File: config.mk
export PLATFORM = sky130hd
export DESIGN_NAME = uart_rx_fifo
export DESIGN_NICKNAME = d
export VERILOG_FILES = /design/src/rtl/uart_rx_fifo.sv
export SDC_FILE = /design/constraint.sdc
export NUM_CORES = 1
export LEC_CHECK = 0
export CORE_MARGIN = 5
export CORE_UTILIZATION = 35
export DETAILED_ROUTE_END_ITERATION = 7
export HOLD_SLACK_MARGIN = 0.08
export MAX_ROUTING_LAYER = met4
export PLACE_DENSITY = 0.63
export SLEW_MARGIN = 20
export SYNTH_ARGS = -nofsm -noshare
export SYNTH_HDL_FRONTEND = slang
export SYNTH_SLANG_ARGS = --single-unit
export TNS_END_PERCENT = 5
File: constraint.sdc
create_clock -name clk_i -period 2.77 [get_ports clk_i]
set_input_delay 0.277 -clock clk_i [delete_from_list [all_inputs] [get_ports clk_i]]
set_output_delay 0.277 -clock clk_i [all_outputs]
set_load 0.005 [all_outputs]
File: src/rtl/uart_rx_fifo.sv
// UART receiver with 3-sample majority voting, start-bit glitch rejection,
// parity/framing flags and a valid/ready output FIFO.
module uart_rx_fifo #(
  parameter int CLK_FREQ   = 65000000,
  parameter int BAUD_RATE  = 115200,
  parameter int DATA_BITS  = 8,
  parameter int PARITY     = 0,
  parameter int STOP_BITS  = 1,
  parameter int FIFO_DEPTH = 4
) (
  input  logic                 clk_i,
  input  logic                 rst_i,
  input  logic                 uart_rx_i,
  output logic [DATA_BITS-1:0] data_o,
  output logic                 parity_err_o,
  output logic                 frame_err_o,
  output logic                 valid_o,
  input  logic                 ready_i,
  output logic                 overrun_o
);
  localparam int CPB = CLK_FREQ / BAUD_RATE;
  localparam int CW  = $clog2(CPB);
  localparam int AW  = $clog2(FIFO_DEPTH);
  localparam int EW  = DATA_BITS + 2;
  localparam logic [CW-1:0] HALF_M1 = CW'(CPB / 2 - 1);
  localparam logic [CW-1:0] FULL_M1 = CW'(CPB - 1);

  typedef enum logic [2:0] {ST_IDLE, ST_START, ST_DATA, ST_PARITY, ST_STOP} state_t;

  state_t               state, state_nx;
  logic                 sync1, sync2;
  logic [2:0]           hist;
  logic                 bit_val, sample;
  logic [CW-1:0]        cnt, cnt_nx;
  logic [3:0]           nbit, nbit_nx;
  logic [DATA_BITS-1:0] shreg, shreg_nx;
  logic                 perr, perr_nx, ferr, ferr_nx;
  logic                 push_req;
  logic [EW-1:0]        push_word;
  logic [EW-1:0]        mem [FIFO_DEPTH];
  logic [AW:0]          wr_ptr, rd_ptr;
  logic                 full, empty, push, pop;

  // hist shifts in sync1 so that hist[0] tracks sync2: the vote always covers
  // the three most recent synchronized samples.
  always_ff @(posedge clk_i or posedge rst_i) begin
    if (rst_i) begin
      sync1 <= 1'b1;
      sync2 <= 1'b1;
      hist  <= '1;
    end else begin
      sync1 <= uart_rx_i;
      sync2 <= sync1;
      hist  <= {hist[1:0], sync1};
    end
  end

  assign bit_val = (hist[0] & hist[1]) | (hist[0] & hist[2]) | (hist[1] & hist[2]);
  assign sample  = (cnt == FULL_M1);

  always_comb begin
    state_nx  = state;
    cnt_nx    = sample ? '0 : cnt + CW'(1);
    nbit_nx   = nbit;
    shreg_nx  = shreg;
    perr_nx   = perr;
    ferr_nx   = ferr;
    push_req  = 1'b0;
    push_word = {ferr | ~bit_val, perr, shreg};
    case (state)
      ST_IDLE: begin
        cnt_nx  = '0;
        nbit_nx = '0;
        if (!sync2) state_nx = ST_START;
      end
      ST_START: begin
        if (cnt == HALF_M1) begin
          cnt_nx = '0;
          if (bit_val) begin
            state_nx = ST_IDLE;
          end else begin
            state_nx = ST_DATA;
            perr_nx  = 1'b0;
            ferr_nx  = 1'b0;
          end
        end
      end
      ST_DATA: begin
        if (sample) begin
          shreg_nx = {bit_val, shreg[DATA_BITS-1:1]};
          if (nbit == 4'(DATA_BITS - 1)) begin
            nbit_nx  = '0;
            state_nx = (PARITY != 0) ? ST_PARITY : ST_STOP;
          end else begin
            nbit_nx = nbit + 4'd1;
          end
        end
      end
      ST_PARITY: begin
        if (sample) begin
          perr_nx  = (^shreg) ^ bit_val ^ (PARITY == 2);
          state_nx = ST_STOP;
        end
      end
      ST_STOP: begin
        if (sample) begin
          if (!bit_val) ferr_nx = 1'b1;
          if (nbit == 4'(STOP_BITS - 1)) begin
            push_req = 1'b1;
            nbit_nx  = '0;
            state_nx = ST_IDLE;
          end else begin
            nbit_nx = nbit + 4'd1;
          end
        end
      end
      default: state_nx = ST_IDLE;
    endcase
  end

  always_ff @(posedge clk_i or posedge rst_i) begin
    if (rst_i) begin
      state <= ST_IDLE;
      cnt   <= '0;
      nbit  <= '0;
      shreg <= '0;
      perr  <= 1'b0;
      ferr  <= 1'b0;
    end else begin
      state <= state_nx;
      cnt   <= cnt_nx;
      nbit  <= nbit_nx;
      shreg <= shreg_nx;
      perr  <= perr_nx;
      ferr  <= ferr_nx;
    end
  end

  assign empty = (wr_ptr == rd_ptr);
  assign full  = (wr_ptr[AW] != rd_ptr[AW]) && (wr_ptr[AW-1:0] == rd_ptr[AW-1:0]);
  assign pop   = !empty && ready_i;
  // A pop in the same cycle frees the slot, so a full FIFO still accepts.
  assign push  = push_req && (!full || pop);

  always_ff @(posedge clk_i or posedge rst_i) begin
    if (rst_i) begin
      wr_ptr    <= '0;
      rd_ptr    <= '0;
      overrun_o <= 1'b0;
      for (int unsigned i = 0; i < FIFO_DEPTH; i++) mem[i] <= '0;
    end else begin
      if (push) begin
        mem[wr_ptr[AW-1:0]] <= push_word;
        wr_ptr              <= wr_ptr + 1'b1;
      end
      if (pop) rd_ptr <= rd_ptr + 1'b1;
      overrun_o <= push_req && full && !pop;
    end
  end

  assign {frame_err_o, parity_err_o, data_o} = mem[rd_ptr[AW-1:0]];
  assign valid_o = !empty;

endmodule

==> results.cfg <==
[pwr]
p_per_area_nw_per_um2 = 480
vdd_drop_max_uv = 346
combPwrFrac_pct = 1.9
design_power_total_w = 0.00208
p_seq_share_pct = 55.1
p_clk_share_pct = 43.0
p_int_w = 0.00158
switching_power_w = 0.000496
p_leak_nw = 1.98
swShare_pct = 23.8

[die]
num_rows = 38
die_w_um = 114
die-area_um2 = 13000
die_height_um = 114
core_um2 = 10700
start_util_pct = 35.3
io_pins = 16

[yosys]
synth-compound-area-share_pct = 4.92
synthAdderAreaFrac_pct = 3.24
yosysTopAreaCell = dfrtp_1
synth-simple-area-share_pct = 11.4
ys_warn_count = 0
ys_ff_latch = 78
synth-seq-area-share_pct = 51.6
syn_area_um2 = 3790
synth_area_per_cell_um2 = 13.2
synth-edff-count = 0
mappedNetlistNets = 301
synth.distinct_cells = 51
synth_top_family_by_area = multiplexers
postSynthCellCount = 288
synth.top_cell.area_share_pct = 48.9
synth_xor_area_share_pct = 5.68
synth_area_leaders = dfrtp_1 49%, mux2_2 15%, mux4_2 5.9%, xnor2_1 3.7%, ha_1 3.0%
synthMuxAreaShare_pct = 20.8
synth.most_common_cell = dfrtp_1
ys.flop_type = dfrtp_1
synthArstFlopShare_pct = 100
synth_common_cells = 74 x dfrtp_1, 50 x mux2_2, 22 x nor2_1, 16 x xnor2_1, 11 x nand3_1

[drt]
vias = 2321
vias_per_cell = 5.08
drc = 0
avgRoutedWirePerCell_um = 15.9
ant_nets = 0
first_iter_violations = 84
first_pass_iters = 4
drt-total-wl_um = 7260

[grt]
grt_pass1_vias = 2500
grt_overflow = 0
use_met3_pct = 3.59
groute.layer.met2.usage_pct = 19.4
grtUsageMet1_pct = 15.5
grt_first_pass_wirelength_um = 12300
top_usage_layer = met2
track_usage_pct = 12.3
grt_start_max_net_pins = 49
grt_antenna_before_repair = 0

[cts]
cts_buffers = 9
htree_levels = 3
path_clk_slew_ns = 0.09
cts_setup_buffers = 0
ctsResizeCount = 0
cts_root_buffer = clkbuf_8
cts.sinks = 78
insertion_delay_ns = 0.36
ctsHoldBuffers = 0
cts_tree = yes
clock_path_buffers = 2

[run_status]
status = finished clean

[place]
place_hpwl_um = 4950
dp_slack_ns = 0.436
numPlacedInstances = 441
place.gp.congestion = 0.788
portBuffers = 15

[min_path]
holdCritPathClass = in -> async

[critical_path]
worstSetupPathType = reg -> out
r2r_end = mem[25]
cp.required_ns = 2.49
r2r_start = cnt[6]
ff2ff_setup_slack_ns = 0.43
arrival_ns = 2.11
reg2reg_depth = 4
end_kind = output pin
cp-start-kind = register
critPathMaxFanout = 10

[sta]
period_needed_ns = 2.39
rsz0062_at_grt = no
period_share_pct = 86.1
maxSlewHeadroom_pct = 51.5
tns_ns = 0
finalMaxSlewViolations = 0
clock_skew_ns = 0.0119
finalSetupViolations = 0
hold_viol = 0
setup_slack_ns = 0.384
whs_ns = 0.284
fmax_ghz = 0.419
tightestPinTransition_ns = 0.721

[finish]
diodes = 0
layout-drive-gt1-share_pct = 30.9
finalNetCount = 325
fill_cells = 1043
fin_cells = 457
area_growth_pct = 14.3

[run]
maxCapViolations = 0
-- area by class of cell --
class | count | area [um^2] | area share, %
tap | 140 | 175 | 4.05
clock inverter | 7 | 80.1 | 1.85
sequential | 78 | 1960 | 45.2
timing repair buffer | 22 | 215 | 4.97
clock buffer | 9 | 124 | 2.86
inverter | 9 | 35.0 | 0.809
multi-input combinational | 192 | 1740 | 40.3
-- worst max-delay path by stage --
| stage | from | to | cells past startpoint |
|---|---|---|---|
| floorplan | rst_i | cnt[0] | 1 |
| CTS | rd_ptr[0] | parity_err_o | 3 |
| finish | rd_ptr[0] | parity_err_o | 3 |
| detailed placement | cnt[6] | mem[32] | 4 |
| global placement | cnt[6] | mem[28] | 4 |
| global route | cnt[0] | mem[25] | 5 |
-- power groups by stage --
stage / clock [W] / combinational, W / sequential (W)
2_1_floorplan: 0 / 0.0000237 / 0.00117
3_3_place_gp: 0 / 0.0000417 / 0.00117
3_5_place_dp: 0 / 0.0000427 / 0.00117
4_1_cts: 0.000908 / 0.0000429 / 0.00114
5_1_grt: 0.000964 / 0.0000473 / 0.00115
6_report: 0.000894 / 0.0000400 / 0.00114
-- cells in the final DEF, fill, tap and decap left out, types with 5 or more instances in the layout --
master	n
buf_4	6
clkbuf_8	9
clkdlybuf4s50_1	15
dfrtp_1	74
ha_1	9
inv_1	8
mux2_2	50
mux4_2	10
nand2_1	9
nand3_1	11
nor2_1	22
nor3_1	5
xnor2_1	16
xor2_1	6
-- worst max-delay path, stage by stage (launching register included) --
cell and delay, ns:
dfrtp_1 0.44, buf_4 0.28, mux4_2 0.56, clkdlybuf4s50_1 0.46
-- cell families (layout without fill, tap and decap cells) --
group,Yosys count,after routing
multiplexers,60,60
buffers and inverters,18,47
adder cells (fa/ha/maj),10,10
AO/OA/AOI/OAI,25,25
AND/OR/NAND/NOR,74,74
XOR/XNOR,23,23
flip-flops,78,78
-- metal layers --
layer  vias to the layer above  part of all wire, %
met3                        11                  3.3
met4                         0                  1.2
met1                      1191                   46
li1                       1091                    -
met5                         -                    0
met2                        28                   49
-- per-stage QoR --
step	area [um^2]	util, %
2_1_floorplan	3790	-
3_3_place_gp	4130	38.4
3_5_place_dp	4130	38.4
4_1_cts	4330	40.3
5_1_grt	4330	40.3
6_report	4330	40.3
-- state kept, by name, indices dropped and copies added, names as in the netlist, 3 cells and up --
signal and flops:
mem 40, cnt 10, rd_ptr 3, hist 3, shreg 8, wr_ptr 3
nbit 4, state 3
Power figures use the tool's default switching activity.
